===== src/rtl/bus_fabric_pkg.sv =====
// rtl/bus_fabric_pkg.sv - shared FSM type, default strobe addresses and region field helpers
package bus_fabric_pkg;

  typedef enum logic [1:0] {ST_IDLE, ST_WAIT, ST_DONE} fsm_state_e;

  localparam logic [15:0] IRQACK_DEF  = 16'h6080;
  localparam logic [15:0] WDCLR_DEF   = 16'h5800;
  localparam int          FIELD_VEC_W = 1024;

  // Extracts field idx of width w (<= 32) from a packed parameter vector.
  function automatic logic [31:0] field_of(input logic [FIELD_VEC_W-1:0] vec,
                                           input int idx, input int w);
    logic [FIELD_VEC_W-1:0] s;
    field_of = '0;
    s = vec >> (idx * w);
    for (int b = 0; b < 32; b++) begin
      if (b < w) field_of[b] = s[b];
    end
  endfunction

endpackage


===== src/rtl/bus_irq_watchdog.sv =====
// rtl/bus_irq_watchdog.sv - periodic IRQ divider with acknowledge, plus IRQ-period watchdog
module bus_irq_watchdog #(
  parameter int IRQ_DIV  = 12,
  parameter int WD_LIMIT = 16
) (
  input  logic clk,
  input  logic rst,
  input  logic tick_3k,
  input  logic irq_ack,
  input  logic wd_clr,
  output logic irq_n,
  output logic wd_reset
);

  localparam int IW = (IRQ_DIV > 1) ? $clog2(IRQ_DIV) : 1;
  localparam int WW = $clog2(WD_LIMIT + 1);

  logic [IW-1:0] icnt_q, icnt_d;
  logic [WW-1:0] wd_q, wd_d;
  logic          irq_n_q, irq_n_d;
  logic          wd_reset_q, wd_reset_d;
  logic          fire;

  always_comb begin
    icnt_d     = icnt_q;
    fire       = 1'b0;
    irq_n_d    = irq_n_q;
    wd_d       = wd_q;
    wd_reset_d = 1'b0;

    if (tick_3k) begin
      if (icnt_q == IW'(IRQ_DIV - 1)) begin
        icnt_d = '0;
        fire   = 1'b1;
      end else begin
        icnt_d = icnt_q + 1'b1;
      end
    end

    // A new assertion beats an acknowledge landing in the same cycle.
    if (fire)         irq_n_d = 1'b0;
    else if (irq_ack) irq_n_d = 1'b1;

    if (wd_clr) begin
      wd_d = '0;
    end else if (fire) begin
      if (wd_q == WW'(WD_LIMIT - 1)) begin
        wd_d       = '0;
        wd_reset_d = 1'b1;
      end else begin
        wd_d = wd_q + 1'b1;
      end
    end
  end

  always_ff @(posedge clk or posedge rst) begin
    if (rst) begin
      icnt_q     <= '0;
      wd_q       <= '0;
      irq_n_q    <= 1'b1;
      wd_reset_q <= 1'b0;
    end else begin
      icnt_q     <= icnt_d;
      wd_q       <= wd_d;
      irq_n_q    <= irq_n_d;
      wd_reset_q <= wd_reset_d;
    end
  end

  assign irq_n    = irq_n_q;
  assign wd_reset = wd_reset_q;

endmodule


===== src/rtl/cpu_bus_fabric.sv =====
// rtl/cpu_bus_fabric.sv - CPU bus region decode, read mux, wait-state FSM, IRQ timer and watchdog
module cpu_bus_fabric
  import bus_fabric_pkg::*;
#(
  parameter int                   NREG     = 4,
  parameter int                   AW       = 16,
  parameter int                   DW       = 8,
  parameter logic [NREG*AW-1:0]   REG_BASE = '0,
  parameter logic [NREG*AW-1:0]   REG_MASK = {NREG{AW'(16'hF000)}},
  parameter logic [NREG*4-1:0]    REG_WAIT = '0,
  parameter int                   IRQ_DIV  = 12,
  parameter int                   WD_LIMIT = 16,
  parameter logic [AW-1:0]        IRQACK_A = AW'(IRQACK_DEF),
  parameter logic [AW-1:0]        WDCLR_A  = AW'(WDCLR_DEF)
) (
  input  logic                 clk_96MHz,
  input  logic                 RESET,
  input  logic                 cpu_en,
  input  logic                 tick_3k,
  input  logic [AW-1:0]        addr,
  input  logic                 R_Wn,
  input  logic [DW-1:0]        din,
  output logic [DW-1:0]        dout,
  output logic                 cpu_rdy,
  input  logic                 halt,
  output logic [NREG-1:0]      sel,
  output logic                 wr_en,
  input  logic [NREG*DW-1:0]   rd_data,
  output logic                 irq_n,
  output logic                 wd_reset
);

  logic [NREG-1:0] raw_hit, hit;
  logic [DW-1:0]   rd_slice   [NREG];
  logic [3:0]      wait_slice [NREG];
  logic [DW-1:0]   rdata_sel;
  logic [3:0]      wait_sel;

  // Write data passes straight to the regions; the fabric itself never looks at it.
  logic unused_din;
  assign unused_din = ^din;

  for (genvar i = 0; i < NREG; i++) begin : g_dec
    localparam logic [AW-1:0] BASE_I = AW'(field_of(FIELD_VEC_W'(REG_BASE), i, AW));
    localparam logic [AW-1:0] MASK_I = AW'(field_of(FIELD_VEC_W'(REG_MASK), i, AW));
    localparam logic [3:0]    WAIT_I = 4'(field_of(FIELD_VEC_W'(REG_WAIT), i, 4));

    assign raw_hit[i] = ((addr & MASK_I) == BASE_I);
    if (i == 0) begin : g_first
      assign hit[i] = raw_hit[i];
    end else begin : g_rest
      assign hit[i] = raw_hit[i] & ~(|raw_hit[i-1:0]);
    end
    assign rd_slice[i]   = hit[i] ? rd_data[i*DW +: DW] : '0;
    assign wait_slice[i] = hit[i] ? WAIT_I : 4'd0;
  end

  always_comb begin
    rdata_sel = '0;
    wait_sel  = '0;
    for (int i = 0; i < NREG; i++) begin
      rdata_sel = rdata_sel | rd_slice[i];
      wait_sel  = wait_sel | wait_slice[i];
    end
  end

  fsm_state_e    state_q, state_d;
  logic [3:0]    wcnt_q, wcnt_d;
  logic [DW-1:0] dout_q, dout_d;
  logic          live_q, live_d;
  logic          adv, stall, complete, wr_done;

  // live_q masks the combinational outputs so RESET forces them idle asynchronously.
  assign adv = cpu_en & ~halt & live_q;

  always_comb begin
    state_d  = state_q;
    wcnt_d   = wcnt_q;
    dout_d   = dout_q;
    live_d   = 1'b1;
    stall    = 1'b0;
    complete = 1'b0;

    case (state_q)
      ST_WAIT: begin
        stall = (wcnt_q != 4'd1);
        if (adv) begin
          if (wcnt_q == 4'd1) begin
            state_d  = ST_DONE;
            complete = 1'b1;
          end else begin
            wcnt_d = wcnt_q - 4'd1;
          end
        end
      end
      default: begin
        // DONE is a one-cycle ready gap; a strobe arriving in it starts a fresh access.
        if (state_q == ST_DONE && !cpu_en) begin
          state_d = ST_IDLE;
        end else begin
          stall = (wait_sel != 4'd0);
          if (adv) begin
            if (wait_sel != 4'd0) begin
              state_d = ST_WAIT;
              wcnt_d  = wait_sel;
            end else begin
              state_d  = ST_IDLE;
              complete = 1'b1;
            end
          end
        end
      end
    endcase

    if (complete && R_Wn) dout_d = (|hit) ? rdata_sel : '1;
  end

  always_ff @(posedge clk_96MHz or posedge RESET) begin
    if (RESET) begin
      state_q <= ST_IDLE;
      wcnt_q  <= '0;
      dout_q  <= '0;
      live_q  <= 1'b0;
    end else begin
      state_q <= state_d;
      wcnt_q  <= wcnt_d;
      dout_q  <= dout_d;
      live_q  <= live_d;
    end
  end

  assign wr_done = complete & ~R_Wn;
  assign wr_en   = wr_done & (|hit);
  assign sel     = live_q ? hit : '0;
  assign cpu_rdy = ~live_q | ~(halt | stall);
  assign dout    = dout_q;

  bus_irq_watchdog #(
    .IRQ_DIV  (IRQ_DIV),
    .WD_LIMIT (WD_LIMIT)
  ) u_irq_wd (
    .clk      (clk_96MHz),
    .rst      (RESET),
    .tick_3k  (tick_3k),
    .irq_ack  (wr_done & (addr == IRQACK_A)),
    .wd_clr   (wr_done & (addr == WDCLR_A)),
    .irq_n    (irq_n),
    .wd_reset (wd_reset)
  );

endmodule


===== config.mk =====
export PLATFORM = sky130hd
export DESIGN_NAME = cpu_bus_fabric
export DESIGN_NICKNAME = d
export VERILOG_FILES = /design/src/rtl/bus_fabric_pkg.sv /design/src/rtl/bus_irq_watchdog.sv /design/src/rtl/cpu_bus_fabric.sv
export SDC_FILE = /design/constraint.sdc
export NUM_CORES = 1
export LEC_CHECK = 0
export BUFFER_PORTS_ARGS = -buffer_cell sky130_fd_sc_hd__buf_2
export CAP_MARGIN = 20
export CELL_PAD_IN_SITES_DETAIL_PLACEMENT = 2
export CELL_PAD_IN_SITES_GLOBAL_PLACEMENT = 2
export CORE_ASPECT_RATIO = 1.25
export CORE_MARGIN = 3
export CORE_UTILIZATION = 23
export CTS_CLUSTER_SIZE = 14
export DETAILED_ROUTE_END_ITERATION = 16
export MAX_ROUTING_LAYER = met4
export PLACE_DENSITY = 0.84
export SLEW_MARGIN = 30
export SYNTH_ARGS = -nofsm -noshare
export SYNTH_HDL_FRONTEND = slang
export SYNTH_HIERARCHICAL = 1
export SYNTH_SLANG_ARGS = --single-unit

===== constraint.sdc =====
create_clock -name clk_96MHz -period 2.71 [get_ports clk_96MHz]
set_input_delay 0.542 -clock clk_96MHz [delete_from_list [all_inputs] [get_ports clk_96MHz]]
set_output_delay 0.542 -clock clk_96MHz [all_outputs]
set_load 0.01 [all_outputs]

# --- Word-level counts from Yosys, hierarchy flattened ---
# Cells that the tools add are included.
totals:
  register_bits: 26
  inputBits: 62
  out_inout_bits: 16
  elab_cells: 67
classes:
  n_addsub: 3
  n_eq_ne: 10
  mux: 24
  n_bitwise: 13
  reduce_logical: 9
op_table:
  columns: ["op", "n"]
  rows:
  - ["$eq A16 B15 Y1 const B", 2]
  - ["$logic_not A16 Y1", 1]
  - ["$mux W5", 3]
  - ["$mux W1", 14]
  - ["$mux W2", 5]
  - ["$mux W8", 1]
  - ["$and A1 B1 Y1", 6]
  - ["$reduce_and A3 Y1", 2]
  - ["$reduce_bool A2 Y1", 3]
  - ["$add A5 B1 Y5 const B", 1]
  - ["$eq A5 B4 Y1 const B", 1]
  - ["$not A1 Y1", 5]
  - ["$add A4 B1 Y4 const B", 1]
  - ["$eq A4 B1 Y1 const B", 1]
  - ["$eq A4 B4 Y1 const B", 1]
  - ["$mux W4", 1]
  - ["$ne A2 B2 Y1 const B", 2]
  - ["$ne A4 B1 Y1 const B", 1]
  - ["$sub A4 B1 Y4 const B", 1]
  - ["$eq A2 B1 Y1 const B", 1]
  - ["$eq A2 B2 Y1 const B", 1]
  - ["$logic_and A1 B1 Y1", 2]
  - ["$or A1 B1 Y1", 2]
  - ["$logic_not A1 Y1", 1]

# --- Longest topological paths before layout ---
# Gate-level depths: netlist of the first run.
logic_depth:
  depth_word: 10
  mapped_depth: 5

# --- Modules after synthesis ---
# The synthesis of the first run kept the hierarchy.
modules_own_cells:
  columns: ["mod", "instances", "cells_per_inst", "area_per_inst_um2", "seq_area_each_um2"]
  rows:
  - ["bus_irq_watchdog", 1, 49, 544.3, 276.5]
  - ["cpu_bus_fabric", 1, 39, 460.4, 225.2]

# --- Worst setup path after synthesis of the first run ---
# OpenSTA, ideal clock, no wires.
synth_timing:
  path_kind: "input port to output port"
  startpoint: "input addr[13]"
  endpoint: "output wr_en"
  t_arrival_ps: 1032
  slack_ps: 1136
  stages: 2
  path_buffers: 0
  cell_sequence: "nor4_4 -> and2_1"
synth_via:
  elab_chain_cells: 2
synth_lines:
  columns: ["item", "line", "rtl"]
  rows:
  - ["from (decl)", "cpu_bus_fabric.sv:20", "input logic [AW-1:0] addr,"]
  - ["$logic_not A16 Y1", "cpu_bus_fabric.sv:48", "assign raw_hit[i] = ((addr & MASK_I) == BASE_I);"]
  - ["$and A1 B1 Y1", "cpu_bus_fabric.sv:133", "assign wr_en = wr_done & (|hit);"]
  - ["to (decl)", "cpu_bus_fabric.sv:27", "output logic wr_en,"]
# Every way passes these cells.

# --- Worst setup path after layout of the first run ---
# Same ends and word-level chain as after synthesis.

==> results of run 1 <==
-- cell usage after synthesis (2+ instances only) --
cell type,instances
dfrtp_1,19
o22a_1,8
nand2_1,6
nor2_1,6
buf_4,5
a21oi_1,3
inv_1,3
o21ai_0,3
and2_1,2
and4b_1,2
conb_1,2
ha_1,2
mux2_2,2
nand3_1,2
nand4b_1,2
nand4bb_1,2
nor4_1,2
-- worst paths after layout --
kind | from | depth (start not counted) | end | slack, ns
worst max-delay path | addr[13] | 4 | wr_en | 0.86
worst max register to register | u_irq_wd/icnt_q[0] | 4 | u_irq_wd/wd_q[3] | 1.13
worst min register to register | dout[0] | 1 | dout[0] | 0.51
min in group clk_96MHz | rd_data[4] | 2 | dout[4] | 0.49
worst min-delay path | RESET | 2 | live_q | 0.25
max in group asynchronous | RESET | 2 | u_irq_wd/irq_n | 2.09
-- layout make-up --
type                       count  area [sq um]
clock buffer                   4         55.05
tap                           56         70.07
timing repair buffer          42         210.2
fill                         491          2865
inverter                       3         11.26
multi-input combinational     61         450.4
sequential                    20         501.7
-- where the power goes --
group / internal (mW) / switching, mW
Sequential: 0.355 / 0.0664
Clock: 0.129 / 0.105
Combinational: 0.110 / 0.0920
Total: 0.595 / 0.263
-- flip-flops by register name, indices dropped and copies added, names as in the netlist --
signal and flops:
live_q 1, dout 8, u_irq_wd/wd_reset 1, u_irq_wd/icnt_q 4, u_irq_wd/wd_q 5, u_irq_wd/irq_n 1
-- cells by family (layout without fill, tap and decap cells) --
family                   Yosys count  after routing  share of synthesized area, %
adder cells (fa/ha/maj)            2              2                         2.490
XOR/XNOR                           1              1                        0.8719
AND/OR/NAND/NOR                   33             33                         21.92
flip-flops                        20             20                         49.94
other                              2              4                        0.7475
buffers and inverters              9             49                         5.978
AO/OA/AOI/OAI                     19             19                         15.82
multiplexers                       2              2                         2.241
-- layout by cell type, fill, tap and decap left out --
cell	Yosys	routed
nor4_4	1	1
a41oi_2	1	1
nor3_1	1	1
dfrtp_1	19	19
and4b_1	2	2
or3_1	1	1
a41oi_1	1	1
nor4b_1	1	1
nand2_2	1	1
nand2b_1	1	1
a21oi_1	3	3
mux2_2	2	2
o21ai_0	3	3
nand3b_1	1	1
inv_1	3	3
nand4_1	1	1
nand4bb_1	2	2
clkbuf_8	0	4
dfstp_2	1	1
a311oi_2	1	1
nand4b_1	2	2
and2_1	2	2
conb_1	2	4
nor4_1	2	2
ha_1	2	2
a22o_1	1	1
and4bb_2	1	1
nor2_1	6	6
a21bo_2	1	1
nand2_1	6	6
nand3_1	2	2
o22a_1	8	8
buf_2	0	42
xnor2_1	1	1
-- routing by layer --
| layer | part of all wire [%] | vias up | wire, um |
|---|---|---|---|
| met1 | 39 | 429 | 1121 |
| met2 | 57 | 20 | 1649 |
| met3 | 3.4 | 2 | 97 |
| met5 | 0 | - | 0 |
| li1 | - | 401 | - |
| met4 | 0.73 | 0 | 21 |
-- worst max-delay path, stage by stage --
cell	delay, ns
buf_2	0.13
nor4_4	0.34
and2_1	0.17
buf_2	0.12
==> out/qor.json, run 1 <==
{
  "outcome": "finished clean",
  "stdcell_count": 186,
  "post_synthesis_average_cell_area_sq_um": 11.42,
  "clock_tree_from_tritoncts": "done",
  "grt_start_max_net_pins": 12,
  "floorplan.die_area_sq_um": 5202,
  "timing.hold.worst.class": "in2async",
  "cts_hold_buffers": 0,
  "post_route_clock_period_utilization_pct": 68.17,
  "postLayoutCellArea_sq_um": 1299,
  "antenna_found_initial": 0,
  "place_area_sq_um": 1244,
  "routedWlPerCell_um": 15.54,
  "met3_track_demand_over_resource_in_global_routing_pct": 1.690,
  "post_cts_resize_count": 0,
  "async_flop_share_pct": 100.0,
  "proportion_of_netlist_area_held_by_the_largest_area_contributor_pct": 47.32,
  "gp_congestion": 0.6604,
  "post_synth_num_cell_types": 34,
  "longest_clk_path_bufs": 2,
  "yosysWarningCount": 6,
  "final_hold_viol_count": 0,
  "crit_path_max_fanout": 3,
  "sequential_to_total_area_share_from_yosys_stat_pct": 49.94,
  "critical_path.startpoint_type": "input port",
  "insertedDiodeCount": 0,
  "postSynthRegisterBits": 20,
  "io_pins": 78,
  "grt_setup_unrepaired": "false",
  "layout_min_cycle_time_ns": 1.847,
  "clock_sinks": 20,
  "grt.busiest_layer": "met2",
  "h-tree-depth": 1,
  "antenna_violating_nets_post_route": 0,
  "synth_flop_cell": "dfrtp_1",
  "final_nets": 195,
  "setup_ws_ns": 0.8626,
  "synth.top_cells.by_area": "dfrtp_1 (47%), o22a_1 (7.0%), buf_4 (3.7%)",
  "cp.arrival_ns": 1.31,
  "cts_post_setup_buffers_inserted": 0,
  "postSynthCellCount": 88,
  "groute.layer.met1.usage_pct": 13.14,
  "worstSetupPathType": "in2out",
  "hold-worst-slack_ns": 0.2540,
  "grtUsageMet2_pct": 22.11,
  "timing.final.max_slew_violations": 0,
  "placement.setup.worst_slack_ns": 0.8462,
  "dr.first_iter.drc_count": 14,
  "port_buffer_cells": 42,
  "synth-edff-count": 0,
  "power_density_nw_per_um2": 660.7,
  "final_core_utilization_pct": 31.19,
  "finalWirelength_um": 2890,
  "row_count": 26,
  "route.detailed.vias_per_inst": 4.581,
  "setup.worst_path.end_class": "primary output",
  "finalPower_mw": 0.8581,
  "crit_required_ns": 2.17,
  "timing.fmax_mhz": 541.3,
  "via_count": 852,
  "area_delta_synth_final_pct": 29.27,
  "vdd_drop_max_uv": 277.5,
  "dp.final_hpwl_um": 2316,
  "die_h_um": 79.90,
  "dieWidth_um": 65.12,
  "clk_root_buffer_cell": "clkbuf_8",
  "global_route.usage.total_pct": 11.97,
  "post-synth-top-area-cell": "dfrtp_1",
  "first_pass_grt_wire_length_um": 4657,
  "floorplan.initialDensity_pct": 24.13,
  "first_global_vias": 932,
  "route.detailed.drc": 0,
  "syn_area_sq_um": 1005,
  "tns_ns": 0,
  "dr.pass1.iters": 2,
  "post-place-cells": 182,
  "clkLatencyLatePin_ns": 0.26,
  "global_route.overflow_total": 0,
  "cts-buffers-inserted": 3,
  "floorplan.core_area_sq_um": 4164,
  "layout-drive-gt1-share_pct": 42.31,
  "cellLeakagePower_nw": 0.5641,
  "clock_skew_ns": 0.005635,
  "clkSlewWorstSetupHoldPaths_ns": 0.08,
  "setup-violations-final": 0,
  "cap_viol_max_count": 0
}
Note: power is estimated with default switching activity, not from simulation.
==> run 2: changes to the inputs <==
CORE_UTILIZATION = 21   (was 23)
PLACE_DENSITY = 0.78   (was 0.84)
clock period = 1.7 ns   (was 2.71 ns; I/O delays follow)
==> run 2 against run 1 <==
Compared with the run above:
- worst hold slack lost 0.20 ns
- via count increased by 4.7%
- global-route usage decreased by 0.48 points
- power grew 72%
- sequential power is 60% higher
- sequential share of layout area is 1.2 points lower
- sequential cell count stayed put
- worst setup slack worse by 0.67 ns
- register-to-register slack worse by 0.93 ns
- critical path depth is 1 lower
- routed wire length up 0.14%
==> out/qor.json, run 2 (synthesis gave the netlist of run 1 again) <==
{
  "grtUsageMet2_pct": 20.37,
  "gp_congestion": 0.7251,
  "clock_skew_ns": 0.004849,
  "setup.worst_path.end_class": "primary output",
  "crit_required_ns": 1.36,
  "critical_path.startpoint_type": "flip-flop",
  "floorplan.initialDensity_pct": 22.19,
  "io_pins": 78,
  "timing.fmax_mhz": 662.1,
  "die_h_um": 83.34,
  "regToRegSetupSlack_ns": 0.20,
  "first_global_vias": 1019,
  "post_cts_resize_count": 0,
  "clkLatencyLatePin_ns": 0.26,
  "outcome": "finished clean",
  "crit_path_max_fanout": 4,
  "final_core_utilization_pct": 29.60,
  "first_pass_grt_wire_length_um": 4843,
  "layout_min_cycle_time_ns": 1.510,
  "route.detailed.drc": 0,
  "final_nets": 198,
  "placement.setup.worst_slack_ns": 0.1622,
  "cp_slowest_stage_delay_ns": 0.40,
  "layout-drive-gt1-share_pct": 43.61,
  "floorplan.core_area_sq_um": 4527,
  "power.share.clock_pct": 32.0,
  "via_count": 892,
  "dr.first_iter.drc_count": 3,
  "worstRegToRegCells": 4,
  "groute.layer.met1.usage_pct": 10.90,
  "setup_ws_ns": 0.1897,
  "grt_setup_unrepaired": "false",
  "nFillCells": 538,
  "finalWirelength_um": 2894,
  "cts_post_setup_buffers_inserted": 0,
  "finalPower_mw": 1.478,
  "grt_start_max_net_pins": 13,
  "antenna_violating_nets_post_route": 0,
  "power_density_nw_per_um2": 1103,
  "clk_root_buffer_cell": "clkbuf_8",
  "cts-buffers-inserted": 3,
  "timing.final.max_slew_violations": 0,
  "setup-violations-final": 0,
  "dieWidth_um": 67.87,
  "layout_commonest_cell": "buf_2",
  "dp.final_hpwl_um": 2410,
  "post_route_clock_period_utilization_pct": 88.84,
  "area_delta_synth_final_pct": 33.38,
  "cellLeakagePower_nw": 0.5873,
  "timing.critical_path.cells": "and4bb_2 > and2_1 > buf_2",
  "floorplan.die_area_sq_um": 5656,
  "row_count": 27,
  "p_int_mw": 1.060,
  "worst_path_max_delay_cell": "dfrtp_1",
  "combPwrFrac_pct": 22.4,
  "h-tree-depth": 1,
  "dr.pass1.iters": 3,
  "port_buffer_cells": 42,
  "global_route.usage.total_pct": 11.48,
  "antenna_found_initial": 0,
  "most_frequent_cells_in_the_layout": "buf_2 (42), dfrtp_1 (19), o22a_1 (8)",
  "clkSlewWorstSetupHoldPaths_ns": 0.08,
  "vdd_drop_max_uv": 550.9,
  "timing.hold.worst.class": "in2async",
  "cap_viol_max_count": 0,
  "longest_clk_path_bufs": 2,
  "tns_ns": 0,
  "global_route.overflow_total": 0,
  "netSwitchingFraction_pct": 28.28,
  "largest_reg_flops": 8,
  "final_hold_viol_count": 0,
  "switchingPower_mw": 0.4179,
  "worstSetupPathType": "reg2out",
  "sequentialPowerShare_pct": 45.6,
  "route.detailed.vias_per_inst": 4.670,
  "clock_sinks": 20,
  "insertedDiodeCount": 0,
  "grt.busiest_layer": "met2",
  "cp.arrival_ns": 1.17,
  "met3_track_demand_over_resource_in_global_routing_pct": 2.842,
  "cts_hold_buffers": 0,
  "routedWlPerCell_um": 15.15,
  "clock_tree_from_tritoncts": "done"
}
==> run 2: cell count changes in the layout (fill, tap and decap cells not counted), sizes merged <==
cell / delta
bufinv: +1
buf: +3
clkbuf: -1
==> run 2: layout make-up <==
type                            instances  area, sq um  area share, %
Clock buffer                            3        41.29          3.081
Sequential cell                        20        501.7          37.44
Multi-Input combinational cell         61        450.4          33.61
Inverter                                3        11.26         0.8403
Timing Repair Buffer                   45        232.7          17.37
Tap cell                               58        72.57          5.415
Clock inverter                          1        30.03          2.241
==> run 2: metrics by stage <==
step                cell area [sq um]  hold WS [ns]  std cells
detailed placement               1269        0.3556        187
global placement                 1269        0.3431        187
floorplan                        1012        0.1679         90
finish                           1340       0.05581        191
CTS                              1340       0.06705        191
global route                     1340       0.07434        191
==> run 2: critical path, delay by kind of cell (launching register included) <==
kind | cells | cell delay [ns]
buffers and inverters | 1 | 0.13
DFF | 1 | 0.40
and+or+nand+nor | 2 | 0.39
==> run 2: power groups by stage <==
| stage | Combinational (mW) | Clock [mW] | Sequential [mW] |
|---|---|---|---|
| final | 0.332 | 0.473 | 0.673 |
| after global routing | 0.375 | 0.506 | 0.694 |
| after CTS | 0.340 | 0.490 | 0.672 |
| after floorplan | 0.226 | 0 | 0.660 |
| after detailed placement | 0.340 | 0 | 0.681 |
| after global placement | 0.298 | 0 | 0.663 |
==> run 2: final timing paths <==
| check | from | endpoint |
|---|---|---|
| max in group asynchronous | RESET | u_irq_wd/irq_n |
| max | live_q | wr_en |
| min | RESET | dout[0] |
| min reg2reg | dout[7] | dout[7] |
| max reg2reg | u_irq_wd/icnt_q[0] | u_irq_wd/wd_q[2] |
| min in group clk_96MHz | rd_data[7] | dout[7] |
==> run 2: layer usage <==
metal,vias to the layer above,part of all wire (%)
li1,407,-
met1,442,35
met2,31,55
met3,12,6.2
met4,0,3.9
met5,-,0
